<file path="config.mk">
export PLATFORM = sky130hd
export DESIGN_NAME = pc_sequencer
export DESIGN_NICKNAME = d
export VERILOG_FILES = /design/src/rtl/knips_pkg.sv /design/src/rtl/pc_sequencer_next_pc_calc.sv /design/src/rtl/pc_sequencer.sv
export SDC_FILE = /design/constraint.sdc
export NUM_CORES = 1
export LEC_CHECK = 0
export CAP_MARGIN = 40
export CORE_MARGIN = 5
export CORE_UTILIZATION = 53
export CTS_BUF_LIST = sky130_fd_sc_hd__clkbuf_8
export DETAILED_ROUTE_END_ITERATION = 10
export GPL_TIMING_DRIVEN = 0
export PLACE_DENSITY = 0.86
export SLEW_MARGIN = 10
export SYNTH_ARGS = -nofsm -noshare
export SYNTH_HDL_FRONTEND = slang
export SYNTH_SLANG_ARGS = --single-unit
</file>
<file path="constraint.sdc">
create_clock -name Clk -period 4.5 [get_ports Clk]
set_input_delay 0.9 -clock Clk [delete_from_list [all_inputs] [get_ports Clk]]
set_output_delay 0.9 -clock Clk [all_outputs]
set_load 0.1 [all_outputs]
</file>
<file path="src/rtl/knips_pkg.sv">
// Shared types and widths for the KNIPS program-counter sequencer.
package knips_pkg;
  typedef enum logic [1:0] {IDLE, RUN, HALT} seq_state_t;

  localparam int LUT_IDX_W = 4;
  localparam int TARGET_W  = 16;
  localparam int CYC_W     = 16;
endpackage

</file>
<file path="src/rtl/pc_sequencer_next_pc_calc.sv">
// next_pc_calc: combinational next-PC selection for the RUN state.
// Owns the branch-target mode: with BRANCH_REL_EN defined the LUT value is a
// two's-complement offset from the current PC, otherwise an absolute address.
module next_pc_calc
  import knips_pkg::*;
#(
  parameter int PC_W = 10
) (
  input  logic [PC_W-1:0]     pc_i,
  input  logic [PC_W-1:0]     link_i,
  input  logic [TARGET_W-1:0] target_i,
  input  logic                stall_i,
  input  logic                halt_i,
  input  logic                ret_i,
  input  logic                jal_i,
  input  logic                br_i,
  output logic [PC_W-1:0]     next_pc_o,
  output logic                link_we_o
);

  logic [PC_W-1:0] tgt;

  // Upper LUT bits beyond the PC width carry no meaning for this core.
  if (PC_W < TARGET_W) begin : g_unused_hi
    logic unused_hi;
    assign unused_hi = ^target_i[TARGET_W-1:PC_W];
  end

  // Resolve the effective transfer target (wraps modulo 2^PC_W).
  always_comb begin
`ifdef BRANCH_REL_EN
    tgt = pc_i + target_i[PC_W-1:0];
`else
    tgt = target_i[PC_W-1:0];
`endif
  end

  // Priority: stall/halt hold, then Ret, Jal, BranchTaken, then increment.
  always_comb begin
    next_pc_o = pc_i + 1'b1;
    link_we_o = 1'b0;
    if (stall_i || halt_i) begin
      next_pc_o = pc_i;
    end else if (ret_i) begin
      next_pc_o = link_i;
    end else if (jal_i) begin
      next_pc_o = tgt;
      link_we_o = 1'b1;
    end else if (br_i) begin
      next_pc_o = tgt;
    end
  end

endmodule

</file>
<file path="src/rtl/pc_sequencer.sv">
// pc_sequencer: IDLE/RUN/HALT program-counter sequencer for the KNIPS core.
// Drives the external branch-target LUT index, keeps a single-entry link
// register and a saturating run-cycle counter.
// Optional feature macro: BRANCH_REL_EN (PC-relative branch targets).
module pc_sequencer
  import knips_pkg::*;
#(
  parameter int PC_W     = 10,
  parameter int START_PC = 0
) (
  input  logic                 Clk,
  input  logic                 Reset,
  input  logic                 Start,
  input  logic                 Stall,
  input  logic                 Halt,
  input  logic                 BranchTaken,
  input  logic                 Jal,
  input  logic                 Ret,
  input  logic [LUT_IDX_W-1:0] BranchIdx,
  output logic [LUT_IDX_W-1:0] LutIdx,
  input  logic [TARGET_W-1:0]  Target,
  output logic [PC_W-1:0]      ProgCtr,
  output logic                 Done,
  output logic [CYC_W-1:0]     CycleCnt
);

  localparam logic [PC_W-1:0] START_VAL = PC_W'(START_PC);

  seq_state_t       state_q, state_d;
  logic [PC_W-1:0]  pc_q, pc_d;
  logic [PC_W-1:0]  link_q, link_d;
  logic [CYC_W-1:0] cnt_q, cnt_d;
  logic [PC_W-1:0]  run_pc;
  logic             run_link_we;

  assign LutIdx   = BranchIdx;
  assign ProgCtr  = pc_q;
  assign Done     = (state_q == HALT);
  assign CycleCnt = cnt_q;

  next_pc_calc #(.PC_W(PC_W)) u_next_pc (
    .pc_i      (pc_q),
    .link_i    (link_q),
    .target_i  (Target),
    .stall_i   (Stall),
    .halt_i    (Halt),
    .ret_i     (Ret),
    .jal_i     (Jal),
    .br_i      (BranchTaken),
    .next_pc_o (run_pc),
    .link_we_o (run_link_we)
  );

  // Next-state: Start restarts from IDLE/HALT; RUN advances the PC and counter.
  always_comb begin
    state_d = state_q;
    pc_d    = pc_q;
    link_d  = link_q;
    cnt_d   = cnt_q;
    case (state_q)
      IDLE, HALT: begin
        if (Start) begin
          state_d = RUN;
          pc_d    = START_VAL;
          link_d  = '0;
          cnt_d   = '0;
        end
      end
      RUN: begin
        // Stalled cycles still count as run time.
        if (cnt_q != '1) cnt_d = cnt_q + 1'b1;
        pc_d = run_pc;
        if (run_link_we) link_d = pc_q + 1'b1;
        if (Halt && !Stall) state_d = HALT;
      end
      default: state_d = IDLE;
    endcase
  end

  // State registers with synchronous reset.
  always_ff @(posedge Clk) begin
    if (Reset) begin
      state_q <= IDLE;
      pc_q    <= START_VAL;
      link_q  <= '0;
      cnt_q   <= '0;
    end else begin
      state_q <= state_d;
      pc_q    <= pc_d;
      link_q  <= link_d;
      cnt_q   <= cnt_d;
    end
  end

endmodule

</file>
---- Word level (Yosys, flattened, before mapping) ----
Index checks and enable logic that the tools add are counted.
storage, ports and cells
  bits in latches ......................... 0
  bits in read-only memories .............. 0
  memories ................................ 0
  input port bits ......................... 28
  flip-flop bits (word level) ............. 38
  word-level logic and storage cells ...... 41
  memory bits (writable) .................. 0
operators by class
  $mul .................................... 0
  $add $sub $neg .......................... 2
  equality and inequality tests ........... 8
  div/mod/pow operators ................... 0
  shift operators ......................... 0
  reductions and logical operators ........ 10
  bitwise operators ....................... 0
  muxes and demuxes ....................... 17
  order comparisons ....................... 0
operators by type and width
  cell                                           count
  two-way mux 10 bit                             6
  one-hot mux 10 bit (2 select lines)            2
  two-way mux 16 bit                             2
  one-hot mux 16 bit (2 select lines)            1
  adder 16 x 1 -> 16 bit, second input constant  1
  != test 16 bit, second input constant          1
  adder 10 x 1 -> 10 bit, second input constant  1
  != test 2 bit, second input constant           5
  AND reduction 3 bit                            3
  two-way mux 2 bit                              2
  one-hot mux 2 bit (2 select lines)             1
  two-way mux 1 bit                              3
  == test 2 x 1 -> 1 bit, second input constant  1
  == test 2 bit, second input constant           1
  zero test 2 bit                                1
  AND reduction 2 bit                            1
  nonzero test 2 bit                             1
  OR reduction 2 bit                             1
  logical AND 1 bit                              1
  zero test 1 bit                                1
  logical OR 1 bit                               1

---- Longest topological paths before layout ----
  depth after elaboration ................. 6
  mapped depth ............................ 7

---- Hierarchy ----
From an unflattened synthesis, not the netlist that was laid out.
second synthesis, totals
  cell total of the unflattened synthesis .. 302
  area, all modules ....................... 2,371.0 sq um
modules (own cells, without submodules)
  module        area each (sq um)  seq. area each (sq um)  instances  cells an instance
  pc_sequencer  1,854.3            760.7                   1          215
  next_pc_calc  516.7              0.0                     1          87

---- Worst setup path before layout ----
Ideal clock, no wire load.
  path type ............................... flip-flop to output port
  start point ............................. register state_q[1]
  end point ............................... output Done
  arrival ................................. 1.731 ns
  setup slack ............................. 1.869 ns
  buffers on the path ..................... 0
  cell stages (with the launch flop) ...... 2
  cell sequence ........................... dfxtp_1 -> nor2b_1
on the way
  longest elaborated chain between the ends .. 1
ends and longest elaborated chain
  element                 RTL line            text
  from (decl)             pc_sequencer.sv:29  seq_state_t state_q, state_d;
  from (signal assigned)  pc_sequencer.sv:88  state_q <= state_d;
  == test 2 bit           pc_sequencer.sv:38  assign Done = (state_q == HALT);
  to (decl)               pc_sequencer.sv:23  output logic Done,
Every way passes these cells.

---- Worst setup path in the final report ----
  start point ............................. input Stall
  end point ............................... register link_q[3]
on the way
  longest elaborated chain between the ends .. 4
ends and longest elaborated chain
  element                        RTL line                         text
  from (decl)                    pc_sequencer.sv:14               input logic Stall,
  logical OR 1 bit               pc_sequencer_next_pc_calc.sv:42  if (stall_i || halt_i) begin
  two-way mux 1 bit              pc_sequencer_next_pc_calc.sv:42
  != test 2 bit (no line)        -
  AND reduction 3 bit (no line)  -
  to (signal assigned)           pc_sequencer.sv:90               link_q <= link_d;
  to (decl)                      pc_sequencer.sv:31               logic [PC_W-1:0] link_q, link_d;
Every way passes these cells.
A chain may end at the register's enable or synchronous reset.

==> impl_metrics.py <==
metrics = {
    "setup_path": {
        "cp.arrival_ns": 3.04,
        "critical_path.max_stage_delay_ns": 0.58,
        "crit_family": "simple AND/OR/NAND/NOR gates",
        "worst_r2r_startpoint": "state_q[0]",
        "startpoint_type": "primary input",
        "cp_max_fo": 10,
        "startpoint": "Stall",
        "cpMaxStageDelayCell": "nor4b_2",
        "cp_cell_sequence": "clkdlybuf4s50_1 > nor4b_2 > nand3_1 > clkbuf_1 > a31oi_1 > nor2_1",
        "required_ns": 4.66,
        "crit_type": "primary input to flop",
        "crit_path_end_kind": "flop",
        "path_buf_inv": 2,
    },
    "synth": {
        "ys_top_cells_by_area": "dfxtp_1, nand3_1, nor2_1",
        "yosysUniqueCellTypes": 45,
        "synthArstFlopShare_pct": 0,
        "ys_ff_latch": 38,
        "synth.avg_cell_area_sq_um": 7.98,
        "synth_edf_count": 0,
        "synth_top_area_share_pct": 36.3,
        "synth_fp_nets": 293,
        "synthCells": 263,
        "synth_common_cells": "dfxtp_1, nor2_1, nand3_1",
        "yosys_warnings": 0,
        "synth_most_common_cell": "dfxtp_1",
        "yosysTopAreaCell": "dfxtp_1",
        "synth_ff_type": "dfxtp_1",
        "yosysSeqAreaShare_pct": 36.3,
        "synth_area_sq_mm": 0.00210,
    },
    "cts": {
        "holdBufCountCts": 0,
        "postCtsSetupBuffers": 0,
        "root_buffer": "clkbuf_8",
        "ctsResizeCount": 0,
        "clk_pin_slew_ns": 0.07,
        "cts_tree": "done",
        "cts_max_level": 2,
        "clock-sinks": 38,
        "cts_made_buffers": 5,
        "cts.path.max_buffers": 2,
        "clk_latency_ns": 0.29,
    },
    "final_layout": {
        "syn_to_final_growth_pct": 51.1,
        "final_core_util_pct": 84.7,
        "nets": 378,
        "drive_gt1_share_pct": 16.4,
        "instances_no_fill": 396,
        "antennaDiodeCount": 0,
        "design_area_sq_mm": 0.00317,
        "nFillCells": 231,
    },
    "floorplan": {
        "coreArea_sq_mm": 0.00374,
        "die-area_sq_mm": 0.00532,
        "io_pins": 59,
        "rows": 22,
        "die_x_um": 72.9,
        "initial_core_util_pct": 56.0,
        "die-height_um": 72.9,
    },
    "global_route": {
        "grt_pass1_vias": 2294,
        "grt_max_degree": 11,
        "track_usage_pct": 26.1,
        "grt-ovfl-total": 0,
        "grt_pass1_wl_um": 10900,
        "antenna_found_initial": 0,
    },
    "pwr": {
        "pwr-share-seq_pct": 49.4,
        "p_int_mw": 0.493,
        "ir_drop_mv": 0.171,
        "p_switching_mw": 0.208,
        "pwr-share-comb_pct": 19.8,
        "power_mw": 0.701,
        "p_clk_share_pct": 30.8,
        "switching_share_pct": 29.6,
        "powerDensity_mw_per_mm2": 221,
        "leakage_nw": 1.14,
    },
    "placement": {
        "place_inst": 389,
        "io_buffers": 47,
        "gp_congestion": 0.908,
        "hpwl_um": 4900,
        "placed_cell_area_sq_mm": 0.00309,
        "pre_cts_ws_ns": 1.39,
    },
    "sta": {
        "drv_slew": 0,
        "worst_slew_pin_slew_ns": 0.737,
        "finalHoldViolations": 0,
        "fin_crit_ns": 2.88,
        "finalSetupViolCount": 0,
        "hold_ws_ns": 0.483,
        "fin_crit_sh_pct": 64.1,
        "skew_ns": 0.00543,
        "rsz0062_at_grt": "false",
        "tns_ns": 0,
        "maxSlewHeadroom_pct": 50.7,
        "fmax_ghz": 0.347,
        "setup_ws_ns": 1.62,
    },
    "routing": {
        "routed_wl_um": 6570,
        "routedWlPerCell_um": 16.6,
        "num_vias": 2420,
        "drc_errors": 0,
        "viasPerCell": 6.11,
        "drt_iter0_drc": 296,
        "ant_nets": 0,
        "dr.pass1.iters": 6,
    },
    "min_path": {
        "hold_path_class": "flop to flop",
        "min_from": "link_q[5]",
    },
    "run": {
        "cap_violations": 0,
    },
    "outcome": {
        "outcome": "completed",
    },
}
==> flip-flops by register name, summed over array words and instances, names as in the netlist <==
register / flops
ProgCtr: 10
state_q: 2
link_q: 10
CycleCnt: 16
==> kinds of logic (layout without fill, tap and decap cells) <==
kind of cell | after synthesis | count (layout) | share of synthesized area (%)
adders and majority gates | 2 | 2 | 1.19
buffers and inverters | 26 | 111 | 6.20
and+or+nand+nor | 115 | 115 | 27.7
DFF | 38 | 38 | 36.3
AOI/OAI and AO/OA | 68 | 68 | 22.7
muxes | 2 | 2 | 0.954
xor gates and xnor gates | 12 | 12 | 5.01
==> placed cells by master, fill, tap and decap left out, drive strengths merged, types with 5 or more instances in the layout <==
master         synthesis  final
a21oi                 20     20
nand3                 26     26
xnor2                  9      9
clkbuf                11     16
inv                    6      8
o21ai                 10     10
nand2                 24     24
and4                   6      6
a211oi                10     10
a31oi                  6      6
nor3                   5      5
dfxtp                 38     38
buf                    8     39
clkdlybuf4s50          0     47
nor2                  29     29
==> worst min-delay path, delay by kind of cell, from the launching register on <==
kind            cells  cell delay (ns)
flops               1             0.32
simple gates        1             0.06
compound gates      1             0.06
==> metal layers <==
metal / up-vias / global-route usage (%) / part of all wire, %
li1: 1129 / - / -
met3: 13 / 6.06 / 8.8
met2: 146 / 43.4 / 49
met1: 1132 / 32.8 / 41
met5: - / 0 / 0
met4: 0 / 9.63 / 1.8
==> path summary, 6_finish.rpt <==
kind,end,slack (ns),cells after the start
max,link_q[3],1.62,6
min,link_q[5],0.48,2
max reg2reg,link_q[3],2.35,5
min reg2reg,link_q[5],0.48,2
==> power groups by stage <==
stage | combinational (mW) | sequential (mW) | clock [mW]
after floorplan | 0.0598 | 0.372 | 0
after global placement | 0.118 | 0.353 | 0
after detailed placement | 0.136 | 0.353 | 0
after CTS | 0.137 | 0.346 | 0.218
after global routing | 0.146 | 0.346 | 0.236
final | 0.139 | 0.346 | 0.216
==> layout make-up <==
class	instances	area [sq um]	share of cell area, %
inverter	7	26.3	0.829
tap	48	60.1	1.89
timing repair buffer	78	936	29.5
clock inverter	2	7.51	0.237
clock buffer	5	68.8	2.17
sequential	38	761	24.0
multi-input combinational	199	1210	38.1
buffer	19	104	3.28
No activity file was read; power rests on OpenSTA's default activity.
